**src/rtl/pipelined_cla_addsub_if.sv**
```systemverilog
// rtl/pipelined_cla_addsub_if.sv - operand/result handshake bundle for pipelined_cla_addsub
interface pipelined_cla_addsub_if #(
  parameter int WIDTH = 32
);
  logic [WIDTH-1:0] A;
  logic [WIDTH-1:0] B;
  logic             Cin;
  logic             Sub;
  logic             in_valid;
  logic             in_ready;
  logic [WIDTH-1:0] Sum;
  logic             Cout;
  logic             V;
  logic             Z;
  logic             out_valid;
  logic             out_ready;

  modport master (
    output A, B, Cin, Sub, in_valid, out_ready,
    input  in_ready, Sum, Cout, V, Z, out_valid
  );

  modport slave (
    input  A, B, Cin, Sub, in_valid, out_ready,
    output in_ready, Sum, Cout, V, Z, out_valid
  );
endinterface

```
**src/rtl/pipelined_cla_addsub.sv**
```systemverilog
// rtl/pipelined_cla_addsub.sv - pipelined two-level carry-lookahead adder/subtractor
// One STAGE_BITS slice is resolved per stage; the slice carry is registered between stages.
module pipelined_cla_addsub #(
  parameter int WIDTH      = 32,
  parameter int STAGE_BITS = 16,
  parameter int GROUP      = 4
) (
  input logic                   Clk,
  input logic                   Reset,
  pipelined_cla_addsub_if.slave io
);
  localparam int N  = WIDTH / STAGE_BITS;
  localparam int SB = STAGE_BITS;
  localparam int NG = STAGE_BITS / GROUP;

  // Returns {carry_out, sum}; group carries are the flattened GG/PG sum of products.
  function automatic logic [SB:0] cla_slice(input logic [SB-1:0] a, input logic [SB-1:0] b,
                                            input logic cin);
    logic [SB-1:0] g, p, s;
    logic [NG-1:0] gg, pg;
    logic [NG:0]   gc;
    logic          term, c;
    g = a & b;
    p = a ^ b;
    for (int i = 0; i < NG; i++) begin
      gg[i] = 1'b0;
      pg[i] = 1'b1;
      for (int j = 0; j < GROUP; j++) begin
        gg[i] = g[i*GROUP+j] | (p[i*GROUP+j] & gg[i]);
        pg[i] = pg[i] & p[i*GROUP+j];
      end
    end
    gc[0] = cin;
    for (int i = 1; i <= NG; i++) begin
      term = cin;
      for (int m = 0; m < i; m++) term = term & pg[m];
      gc[i] = term;
      for (int j = 0; j < i; j++) begin
        term = gg[j];
        for (int m = j + 1; m < i; m++) term = term & pg[m];
        gc[i] = gc[i] | term;
      end
    end
    for (int i = 0; i < NG; i++) begin
      c = gc[i];
      for (int j = 0; j < GROUP; j++) begin
        s[i*GROUP+j] = p[i*GROUP+j] ^ c;
        c = g[i*GROUP+j] | (p[i*GROUP+j] & c);
      end
    end
    return {gc[NG], s};
  endfunction

  logic             adv;
  logic [WIDTH-1:0] bx0;
  logic             c0;
  logic             out_valid_r, cout_r, v_r, z_r;
  logic [WIDTH-1:0] sum_r;

  assign adv          = !out_valid_r || io.out_ready;
  assign io.in_ready  = adv;
  assign io.out_valid = out_valid_r;
  assign io.Sum       = sum_r;
  assign io.Cout      = cout_r;
  assign io.V         = v_r;
  assign io.Z         = z_r;

  assign bx0 = io.Sub ? ~io.B : io.B;
  assign c0  = io.Sub ? ~io.Cin : io.Cin;

  logic [SB-1:0]    fa, fbx;
  logic             fc, fv;
  logic [SB:0]      fr;
  logic [WIDTH-1:0] fsum;

  generate
    // Stage k keeps only the still-pending upper operand bits and the finished low sum bits.
    for (genvar k = 0; k < N - 1; k++) begin : g_stage
      localparam int WI = WIDTH - k * SB;
      localparam int WR = WI - SB;
      localparam int WS = (k + 1) * SB;

      logic [WI-1:0] a_i, bx_i;
      logic          c_i, v_i;
      logic [SB:0]   r;
      logic [WS-1:0] sum_d;
      logic [WR-1:0] a_q, bx_q;
      logic [WS-1:0] sum_q;
      logic          c_q, v_q;

      if (k == 0) begin : g_head
        assign a_i   = io.A;
        assign bx_i  = bx0;
        assign c_i   = c0;
        assign v_i   = io.in_valid;
        assign sum_d = r[SB-1:0];
      end else begin : g_body
        assign a_i   = g_stage[k-1].a_q;
        assign bx_i  = g_stage[k-1].bx_q;
        assign c_i   = g_stage[k-1].c_q;
        assign v_i   = g_stage[k-1].v_q;
        assign sum_d = {r[SB-1:0], g_stage[k-1].sum_q};
      end

      assign r = cla_slice(a_i[SB-1:0], bx_i[SB-1:0], c_i);

      always_ff @(posedge Clk) begin
        if (Reset) begin
          v_q <= 1'b0;
        end else if (adv) begin
          v_q <= v_i;
          if (v_i) begin
            a_q   <= a_i[WI-1:SB];
            bx_q  <= bx_i[WI-1:SB];
            sum_q <= sum_d;
            c_q   <= r[SB];
          end
        end
      end
    end

    if (N == 1) begin : g_single
      assign fa   = io.A[SB-1:0];
      assign fbx  = bx0[SB-1:0];
      assign fc   = c0;
      assign fv   = io.in_valid;
      assign fsum = fr[SB-1:0];
    end else begin : g_multi
      assign fa   = g_stage[N-2].a_q;
      assign fbx  = g_stage[N-2].bx_q;
      assign fc   = g_stage[N-2].c_q;
      assign fv   = g_stage[N-2].v_q;
      assign fsum = {fr[SB-1:0], g_stage[N-2].sum_q};
    end
  endgenerate

  assign fr = cla_slice(fa, fbx, fc);

  // Output register doubles as the last pipeline stage; flags are taken from its operands.
  always_ff @(posedge Clk) begin
    if (Reset) begin
      out_valid_r <= 1'b0;
      sum_r       <= '0;
      cout_r      <= 1'b0;
      v_r         <= 1'b0;
      z_r         <= 1'b0;
    end else if (adv) begin
      out_valid_r <= fv;
      if (fv) begin
        sum_r  <= fsum;
        cout_r <= fr[SB];
        v_r    <= (fa[SB-1] == fbx[SB-1]) && (fr[SB-1] != fa[SB-1]);
        z_r    <= ~|fsum;
      end
    end
  end
endmodule

```
**src/flat_wrapper.sv**
```systemverilog
// flat-port wrapper written by rule: the top's interface ports become plain ports
module pipelined_cla_addsub_flat 
#(
  parameter int WIDTH      = 32,
  parameter int STAGE_BITS = 16,
  parameter int GROUP      = 4
)
  (Clk, Reset, io_A, io_B, io_Cin, io_Sub, io_in_valid, io_out_ready, io_in_ready, io_Sum, io_Cout, io_V, io_Z, io_out_valid);
  pipelined_cla_addsub_if #(.WIDTH(WIDTH)) io_i ();
  input logic Clk;
  input logic Reset;
  input wire logic [$bits(io_i.A)-1:0] io_A;
  input wire logic [$bits(io_i.B)-1:0] io_B;
  input wire logic [$bits(io_i.Cin)-1:0] io_Cin;
  input wire logic [$bits(io_i.Sub)-1:0] io_Sub;
  input wire logic [$bits(io_i.in_valid)-1:0] io_in_valid;
  input wire logic [$bits(io_i.out_ready)-1:0] io_out_ready;
  output wire logic [$bits(io_i.in_ready)-1:0] io_in_ready;
  output wire logic [$bits(io_i.Sum)-1:0] io_Sum;
  output wire logic [$bits(io_i.Cout)-1:0] io_Cout;
  output wire logic [$bits(io_i.V)-1:0] io_V;
  output wire logic [$bits(io_i.Z)-1:0] io_Z;
  output wire logic [$bits(io_i.out_valid)-1:0] io_out_valid;
  assign io_i.A = io_A;
  assign io_i.B = io_B;
  assign io_i.Cin = io_Cin;
  assign io_i.Sub = io_Sub;
  assign io_i.in_valid = io_in_valid;
  assign io_i.out_ready = io_out_ready;
  assign io_in_ready = io_i.in_ready;
  assign io_Sum = io_i.Sum;
  assign io_Cout = io_i.Cout;
  assign io_V = io_i.V;
  assign io_Z = io_i.Z;
  assign io_out_valid = io_i.out_valid;
  pipelined_cla_addsub #(.WIDTH(WIDTH), .STAGE_BITS(STAGE_BITS), .GROUP(GROUP)) u_core (.Clk(Clk), .Reset(Reset), .io(io_i));
endmodule
```
**config.mk**
```make
export PLATFORM = sky130hd
export DESIGN_NAME = pipelined_cla_addsub_flat
export DESIGN_NICKNAME = d
export VERILOG_FILES = /design/src/rtl/pipelined_cla_addsub_if.sv /design/src/rtl/pipelined_cla_addsub.sv /design/src/flat_wrapper.sv
export SDC_FILE = /design/constraint.sdc
export NUM_CORES = 1
export LEC_CHECK = 0
export CORE_MARGIN = 5
export CORE_UTILIZATION = 30
export DETAILED_ROUTE_END_ITERATION = 8
export GPL_ROUTABILITY_DRIVEN = 0
export PLACE_DENSITY = 0.61
export SLEW_MARGIN = 20
export SYNTH_ARGS = -nofsm -noshare
export SYNTH_HDL_FRONTEND = slang
export SYNTH_SLANG_ARGS = --single-unit
```
**constraint.sdc**
```tcl
create_clock -name Clk -period 3.57 [get_ports Clk]
set_input_delay 0.714 -clock Clk [delete_from_list [all_inputs] [get_ports Clk]]
set_output_delay 0.714 -clock Clk [all_outputs]
set_load 0.005 [all_outputs]
```
# Word-level counts from Yosys, hierarchy flattened
# Index checks and enable logic that the tools add are counted.
# op_classes
reduce_logical	7
n_mux	2
n_eq_ne	2
n_bitwise	199
# op_table
operator	n
$and 1x1->1	92
$or 1x1->1	68
$and 16x16->16	2
$mux 32	1
$not 32->32	1
$reduce_or 32->1	1
$xor 1x1->1	32
$xor 16x16->16	2
$reduce_and 3->1	1
$logic_not 1->1	2
$not 1->1	2
$reduce_and 2->1	1
$eq 1x1->1	1
$logic_and 1x1->1	1
$logic_or 1x1->1	1
$mux 1	1
$ne 1x1->1	1
# word_totals
regBits	86
input_bits	70
out_inout_bits	37
wordCells	220

# Longest topological paths before layout
# Gate-level depths: netlist (run 1).
# depth
ltp_word	21
depth_mapped	14
mapped_depth_nobuf	14

# Worst setup path after synthesis (run 1)
# OpenSTA, ideal clock, no wires.
# synth_timing
path_type	flip-flop to flip-flop
from	register u_core.g_stage[0].bx_q[2] (netlist: u_core.fbx[2])
to	register u_core.z_r (netlist: u_core.io.Z)
synth_period_minus_slack_ps	3843
required_ps	3499
arrival_time_ps	3772
path_buffers	0
setup_ps	71
setup_slack_ps	-273
path_stages_with_launch	15
cell_sequence	edfxtp_1 > ha_1 > a21oi_1 > nor2b_1 > nor3_1 > inv_1 > o2bb2ai_1 > or2_2 > fa_1 > fa_1 > fa_1 > nor4b_1 > nand4_1 > or3_1 > a21oi_1
# synth_via
elab_cells_between_ends	55
classes_between	53 x bitwise; 2 x reduce/logical
# synth_lines
item	line	text
start: declaration	pipelined_cla_addsub.sv:87	logic [WR-1:0] a_q, bx_q;
start signal: assignment	pipelined_cla_addsub.sv:114	bx_q <= bx_i[WI-1:SB];
$xor 16x16->16	pipelined_cla_addsub.sv:24	p = a ^ b;
$and 1x1->1	pipelined_cla_addsub.sv:29	gg[i] = g[i*GROUP+j] | (p[i*GROUP+j] & gg[i]);
$or 1x1->1	pipelined_cla_addsub.sv:29	
$and 1x1->1	pipelined_cla_addsub.sv:29	
$or 1x1->1	pipelined_cla_addsub.sv:29	
$and 1x1->1 (2 in series)	pipelined_cla_addsub.sv:40	for (int m = j + 1; m < i; m++) term = term & pg[m];
$or 1x1->1 (*) (3 in series)	pipelined_cla_addsub.sv:41	gc[i] = gc[i] | term;
$and 1x1->1 (*)	pipelined_cla_addsub.sv:48	c = g[i*GROUP+j] | (p[i*GROUP+j] & c);
$or 1x1->1 (*)	pipelined_cla_addsub.sv:48	
$and 1x1->1 (*)	pipelined_cla_addsub.sv:48	
$or 1x1->1 (*)	pipelined_cla_addsub.sv:48	
$xor 1x1->1 (*)	pipelined_cla_addsub.sv:47	s[i*GROUP+j] = p[i*GROUP+j] ^ c;
named net u_core.fr[14]	pipelined_cla_addsub.sv:73	logic [SB:0] fr;
$reduce_or 32->1 (*)	pipelined_cla_addsub.sv:153	z_r <= ~|fsum;
$logic_not 1->1 (*)	pipelined_cla_addsub.sv:153	
end signal: assignment	pipelined_cla_addsub.sv:153	
end: declaration	pipelined_cla_addsub.sv:57	logic out_valid_r, cout_r, v_r, z_r;
# The timed path passes the listed nets; every way through them passes the cells marked *.
# A chain may end at the register's enable or synchronous reset.

# Final worst setup path (run 1)
# layout_timing
from	register u_core.g_stage[0].a_q[0] (netlist: u_core.fa[0])
to	register u_core.z_r (netlist: u_core.io.Z)
# layout_via
elab_cells_between_ends	64
classes_between	62 x bitwise; 2 x reduce/logical
# layout_lines
item	line	text
start: declaration	pipelined_cla_addsub.sv:87	
start signal: assignment	pipelined_cla_addsub.sv:113	a_q <= a_i[WI-1:SB];
$and 16x16->16	pipelined_cla_addsub.sv:23	g = a & b;
$and 1x1->1	pipelined_cla_addsub.sv:29	
$or 1x1->1	pipelined_cla_addsub.sv:29	
$and 1x1->1	pipelined_cla_addsub.sv:29	
$or 1x1->1	pipelined_cla_addsub.sv:29	
$and 1x1->1	pipelined_cla_addsub.sv:29	
$or 1x1->1	pipelined_cla_addsub.sv:29	
$and 1x1->1 (2 in series)	pipelined_cla_addsub.sv:40	
$or 1x1->1 (*) (3 in series)	pipelined_cla_addsub.sv:41	
$and 1x1->1 (*)	pipelined_cla_addsub.sv:48	
$or 1x1->1 (*)	pipelined_cla_addsub.sv:48	
$and 1x1->1 (*)	pipelined_cla_addsub.sv:48	
$or 1x1->1 (*)	pipelined_cla_addsub.sv:48	
$xor 1x1->1 (*)	pipelined_cla_addsub.sv:47	
named net u_core.fr[14]	pipelined_cla_addsub.sv:73	
$reduce_or 32->1 (*)	pipelined_cla_addsub.sv:153	
$logic_not 1->1 (*)	pipelined_cla_addsub.sv:153	
# Marked as above.

==> reports/metrics.csv, run 1 <==
stage,metric,value,unit
power,swShare,25.8,%
power,clkPwrFrac,33.2,%
sta,holdWs,0.454,ns
clock_tree,numCtsBuffers,9,
yosys,async_flop_share,0,%
routing,drt-initial-drc-count,144,
clock_tree,cts_sinks,86,
sta,setup_violations,1,
sta,relSlewSlack,64.1,%
routing,wl,10.8,mm
power,share_comb_of_total_power,22.2,%
setup_path,cp.arrival,4.02,ns
power,p_total,2640,uW
clock_tree,root_buffer,clkbuf_16,
power,p_leak,0.00252,uW
yosys,yosys_warnings,0,
hold_path,hp-start,u_core.io.Sum[4]$_SDFFE_PP0P_,
sta,skew,0.00645,ns
layout,drive_above_1_share,12.8,%
setup_path,start_kind,flip-flop,
yosys,synth-edff-count,49,
setup_path,cp.required,3.84,ns
clock_tree,htreeDepth,3,
sta,fin_crit_sh,105,%
yosys,yosysSeqAreaShare,48.6,%
routing,wire_per_inst,14.6,microns
clock_tree,cts_tree,done,
global_routing,grt_max_degree,38,
floorplanning,placementRows,45,
yosys,synth_nets,540,
layout,fin_util,42.4,%
floorplanning,die_x,133,microns
routing,viasPerCell,4.53,
clock_tree,clockBufferDepth,2,
placement,io_buffers,106,
global_routing,grt_usage,12.5,%
yosys,yosysTopAreaCellShare,32.3,%
clock_tree,clkTransAtPathRegs,0.06,ns
sta,setup_ws,-0.174,ns
status,status,finished with violations,
run,drv_cap,0,
power,vdd_drop_max,0.225,mV
routing,ant_nets,0,
global_routing,antenna_found_initial,0,
yosys,synthFlopType,edfxtp_1,
routing,drtPass1Iterations,4,
floorplanning,die_area,17700,sq um
layout,layout_commonest_cell,clkdlybuf4s50_1,
clock_tree,insertion_delay,0.34,ns
sta,slew_violations,0,
setup_path,cp_slowest_stage_delay,0.46,ns
yosys,netlist_area,4550,sq um
layout,layout_common_cells,"clkdlybuf4s50_1, nand2_1, edfxtp_1",
sta,rsz0062_at_grt,true,
sta,fmax,267,MHz
setup_path,critPathMaxFanout,2,
sta,period_needed,3.74,ns
power,intPower,1960,uW
yosys,synth.avg_cell_area,11.0,sq um
yosys,syn_inst,414,
routing,vias,3359,
layout,fin_area,6380,sq um
placement,placed_area,6010,sq um
setup_path,crit_path_start,u_core.fa[0]$_DFFE_PP_,
routing,drcViolationCount,0,
layout,nNetsFinal,674,
clock_tree,ctsHoldBuffers,0,
layout,syn2layout_area_growth,40.1,%
global_routing,grt_pass1_wl,17.7,mm
setup_path,r2r-start,u_core.fa[0]$_DFFE_PP_,
yosys,synth-seq-cells,86,
sta,tightest_slew,0.538,ns
power,seqPwrFrac,44.6,%
yosys,netlist_top_cells_area,"edfxtp_1, dfxtp_1, fa_1",
floorplanning,core,15000,sq um
status,violations,negative setup slack,
floorplanning,pin_count,107,
sta,finalHoldViolations,0,
layout,antennaDiodeCount,0,
yosys,synth_area_leader_cell,edfxtp_1,
power,p_sw,684,uW
setup_path,worst_setup_path_end_kind,flip-flop,
global_routing,grt.overflow.total,0,
global_routing,grt_pass1_vias,3600,
floorplanning,die_h,133,microns
placement,place_ws,-0.423,ns
setup_path,cp_cell_sequence,ha_1 -> a21oi_2 -> nor2_1 -> nor3_2 -> inv_1 -> o2bb2ai_2 -> or2_4 -> fa_2 -> fa_2 -> fa_1 -> nor4b_2 -> nand4_1 -> or3_1 -> a21oi_2,
setup_path,crit_type,flip-flop to flip-flop,
hold_path,hp-class,flip-flop to flip-flop,
setup_path,cpMaxStageDelayCell,fa_1,
placement,hpwl,8.82,mm
yosys,ys_types,39,
floorplanning,start_util,30.3,%
power,powerDensity,415,nW/um^2
routing by layer:
layer  GRT usage [%]  wire length [microns]  up-vias
met4            4.69                    223        0
met1            15.4                   4700     1606
li1                -                      -     1660
met3            3.36                    562       17
met2            21.0                   5310       76
met5               0                      0        -
timing repair:
item,4_1_cts,5_1_grt
setup endpoints to repair,3,5
gates resized for setup,6,9
buffers inserted,4,0
pin swaps,4,6
final timing paths:
| kind | endpoint | slack, ns | cells after the start |
|---|---|---|---|
| worst max-delay path | u_core.io.Z$_SDFFE_PP0P_ | -0.17 | 14 |
| worst min-delay path | u_core.io.Sum[4]$_SDFFE_PP0P_ | 0.45 | 2 |
| worst max register to register | u_core.io.Z$_SDFFE_PP0P_ | -0.17 | 14 |
| worst min register to register | u_core.io.Sum[4]$_SDFFE_PP0P_ | 0.45 | 2 |
kinds of logic after synthesis:
group,synth area share (%)
buf+inv,5.33
xor+xnor,8.25
flops,48.6
compound gates,8.50
fa+ha+maj,19.4
simple gates,9.95
synth_stat cells, types with 2 or more instances:
cell	count
nand2_1	64
nand4_1	5
nor2b_1	2
fa_1	24
buf_2	5
nor4_1	6
clkbuf_1	9
buf_4	3
edfxtp_1	49
dfxtp_1	37
a21oi_1	45
ha_1	32
inv_1	42
a21o_1	2
nor2_1	14
o21ai_0	5
a211oi_1	7
xnor2_1	9
or3_1	2
nor3_1	2
xor2_1	32
flip-flops by register name, indices dropped and copies added (netlist names):
signal	count
u_core.fbx	16
u_core.fa	16
u_core.io.Cout	1
u_core.g_stage.sum_q	16
u_core.fc	1
u_core.io.Sum	32
u_core.fv	1
u_core.io.out_valid	1
u_core.io.Z	1
u_core.io.V	1
cell type report:
| cell class | count | area, sq um |
|---|---|---|
| clock buffers | 12 | 258 |
| clock inverters | 4 | 21.3 |
| fillers | 1430 | 8660 |
| inverters | 43 | 161 |
| multi-input cells | 268 | 2170 |
| flip-flops and latches | 86 | 2210 |
| well taps | 188 | 235 |
| repair buffers | 140 | 1320 |
stage by stage:
stage	setup TNS [ns]	std cells
6_report	-0.174	741
5_1_grt	-0.402	741
4_1_cts	-0.239	741
3_5_place_dp	-1.56	721
3_3_place_gp	-1.06	721
2_1_floorplan	0	414
worst max-delay path: cells and delay by family (launching register included):
family	cells	cell delay, ns
AOI/OAI and AO/OA	3	0.41
adders and majority gates	4	1.47
buffers and inverters	1	0.10
DFF	1	0.39
and+or+nand+nor	6	1.29
power by group through the flow:
stage	logic, uW	clock network (uW)	registers, uW
finish	587	878	1180
global route	659	937	1190
CTS	587	901	1180
detailed placement	574	0	1200
global placement	555	0	1200
floorplan	303	0	1190
(Power assumes the default switching activity.)
==> run 2, diff against run 1 <==
--- a/config.mk
+++ b/config.mk
@@ -9,7 +9,6 @@
 export CORE_UTILIZATION = 30
 export DETAILED_ROUTE_END_ITERATION = 8
 export GPL_ROUTABILITY_DRIVEN = 0
-export PLACE_DENSITY = 0.61
 export SLEW_MARGIN = 20
 export SYNTH_ARGS = -nofsm -noshare
 export SYNTH_HDL_FRONTEND = slang
==> run 2 against run 1 <==
Against the previous run: the run still ends with negative setup slack left; sequential share of layout area is 0.38 points lower; core utilization is 0.47 points higher; wire length is 0.86% higher; sequential cell count stayed put; sequential power hardly changed; first-iteration DRC count is 33% lower; non-clock buffer count is 2 higher.
==> reports/metrics.csv, run 2 (synthesis gave the netlist of run 1 again) <==
stage,metric,value,unit,change
status,status,finished with violations,,unchanged
status,violations,negative setup slack,,unchanged
layout,fin_cells,743,,was 741
routing,drt-initial-drc-count,97,,was 144
routing,drcViolationCount,0,,unchanged
sta,finalHoldViolations,0,,unchanged
layout,layout_commonest_cell,clkdlybuf4s50_1,,unchanged
routing,viasPerCell,4.44,,was 4.53
floorplanning,pin_count,107,,unchanged
placement,dp_cells,720,,was 721
clock_tree,cts_tree,done,,unchanged
power,p_sw,682,uW,was 684 uW
clock_tree,insertion_delay,0.34,ns,about the same
setup_path,path_common_cell,fa_2,,
setup_path,cp_slowest_stage_delay,0.45,ns,was 0.46 ns
global_routing,grt_max_degree,50,,was 38
sta,tightest_slew,0.681,ns,was 0.538 ns
layout,largest_reg_flops,32,,unchanged
clock_tree,ctsHoldBuffers,0,,unchanged
global_routing,grt_pass1_wl,17.5,mm,was 17.7 mm
global_routing,grt_usage,12.4,%,was 12.5%
routing,drtPass1Iterations,4,,unchanged
routing,wl,10.9,mm,was 10.8 mm
power,share_comb_of_total_power,23.1,%,was 22.2%
routing,wire_per_inst,14.7,microns,was 14.6 microns
floorplanning,core,15000,sq um,unchanged
clock_tree,htreeDepth,3,,unchanged
setup_path,cpMaxStageDelayCell,fa_2,,was fa_1
setup_path,critPathMaxFanout,2,,unchanged
sta,relSlewSlack,54.6,%,was 64.1%
setup_path,cp.arrival,3.95,ns,was 4.02 ns
floorplanning,die_area,17700,sq um,unchanged
clock_tree,cts_sinks,86,,unchanged
layout,nFillCells,1412,,was 1430
routing,ant_nets,0,,unchanged
setup_path,cp.required,3.84,ns,about the same
layout,fin_util,42.9,%,was 42.4%
power,powerDensity,406,nW/um^2,was 415 nW/um^2
sta,rsz0062_at_grt,true,,unchanged
floorplanning,die_h,133,microns,unchanged
setup_path,cp_cell_sequence,ha_1 -> a21oi_2 -> nor2_1 -> nor3_2 -> inv_1 -> o2bb2ai_2 -> or2_4 -> fa_2 -> fa_2 -> fa_2 -> nor4b_4 -> nand4_1 -> or3_1 -> a21oi_2,,was ha_1 -> a21oi_2 -> nor2_1 -> nor3_2 -> inv_1 -> o2bb2ai_2 -> or2_4 -> fa_2 -> fa_2 -> fa_1 -> nor4b_2 -> nand4_1 -> or3_1 -> a21oi_2
clock_tree,clkTransAtPathRegs,0.06,ns,about the same
global_routing,antenna_found_initial,0,,unchanged
layout,layout_common_cells,"clkdlybuf4s50_1, nand2_1, edfxtp_1",,unchanged
floorplanning,start_util,30.3,%,unchanged
placement,hpwl,8.63,mm,was 8.82 mm
power,swShare,26.1,%,was 25.8%
setup_path,crit_type,flip-flop to flip-flop,,unchanged
sta,fin_crit_sh,103,%,was 105%
sta,setup_violations,1,,unchanged
power,seqPwrFrac,45.2,%,was 44.6%
power,p_leak,0.00256,uW,was 0.00252 uW
clock_tree,numCtsBuffers,9,,unchanged
global_routing,grt.overflow.total,0,,unchanged
setup_path,start_kind,flip-flop,,unchanged
power,vdd_drop_max,0.227,mV,was 0.225 mV
sta,slew_violations,0,,unchanged
run,drv_cap,0,,unchanged
sta,fmax,272,MHz,was 267 MHz
setup_path,worst_setup_path_end_kind,flip-flop,,unchanged
power,p_total,2620,uW,was 2640 uW
layout,drive_above_1_share,14.1,%,was 12.8%
global_routing,grt_pass1_vias,3590,,was 3600
power,clkPwrFrac,31.7,%,was 33.2%
power,intPower,1940,uW,was 1960 uW
hold_path,hp-class,flip-flop to flip-flop,,unchanged
layout,antennaDiodeCount,0,,unchanged
routing,vias,3298,,was 3359
floorplanning,die_x,133,microns,unchanged
floorplanning,placementRows,45,,unchanged
layout,syn2layout_area_growth,41.7,%,was 40.1%
placement,io_buffers,106,,unchanged
layout,nNetsFinal,676,,was 674
sta,period_needed,3.68,ns,was 3.74 ns
clock_tree,clockBufferDepth,2,,unchanged
clock_tree,root_buffer,clkbuf_16,,unchanged
sta,setup_ws,-0.110,ns,was -0.174 ns
sta,skew,0.00660,ns,was 0.00645 ns
run 2: critical path: cells and delay by family (launching register included):
kind / cells / cell delay (ns)
simple gates: 6 / 1.18
flops: 1 / 0.40
buf+inv: 1 / 0.11
fa+ha+maj: 4 / 1.52
compound gates: 3 / 0.40
run 2: power groups by stage:
stage | Clock, uW | Sequential, uW | Combinational (uW)
finish | 830 | 1190 | 604
global route | 888 | 1190 | 681
CTS | 851 | 1180 | 589
detailed placement | 0 | 1210 | 567
global placement | 0 | 1200 | 551
floorplan | 0 | 1190 | 303
run 2: repair_timing:
item                                    in CTS  in global routing
buffers inserted                             3                  4
pin swaps                                    9                 15
endpoints found under the setup margin       2                  7
resized for setup                            8                 21
run 2: path summary, 6_finish.rpt:
kind	startpoint	endpoint	slack (ns)	cells after the start
worst max-delay path	u_core.fa[0]$_DFFE_PP_	u_core.io.Z$_SDFFE_PP0P_	-0.11	14
worst min-delay path	u_core.io.Sum[10]$_SDFFE_PP0P_	u_core.io.Sum[10]$_SDFFE_PP0P_	0.45	2
worst max register to register	u_core.fa[0]$_DFFE_PP_	u_core.io.Z$_SDFFE_PP0P_	-0.11	14
worst min register to register	u_core.io.Sum[10]$_SDFFE_PP0P_	u_core.io.Sum[10]$_SDFFE_PP0P_	0.45	2
run 2: cell type report:
class / count / area [sq um] / share of cell area [%]
well taps: 188 / 235 / 3.65
repair buffers: 142 / 1330 / 20.7
multi-input cells: 268 / 2250 / 34.9
flip-flops and latches: 86 / 2210 / 34.3
inverters: 43 / 161 / 2.50
clock inverters: 1 / 8.76 / 0.136
clock buffers: 15 / 248 / 3.84
run 2: layer usage:
layer  share of wire, %  global-route usage, %  routed length [microns]  up-vias
met1                 43                   15.5                     4680     1547
li1                   -                      -                        -     1662
met2                 51                   21.0                     5530       79
met4                1.4                   4.29                      157        0
met3                4.8                   3.36                      527       10
met5                  0                      0                        0        -
run 2: per-stage QoR:
stage / instance area, sq um / TNS [ns] / worst slack (ns) / hold slack [ns]
after CTS: 6310 / -0.271 / -0.271 / 0.456
after global placement: 5990 / -1.24 / -0.374 / 0.447
after detailed placement: 5990 / -1.69 / -0.422 / 0.448
after floorplan: 4570 / 0 / 0.0265 / 0.448
after global routing: 6450 / -0.323 / -0.301 / 0.466
final: 6450 / -0.110 / -0.110 / 0.453
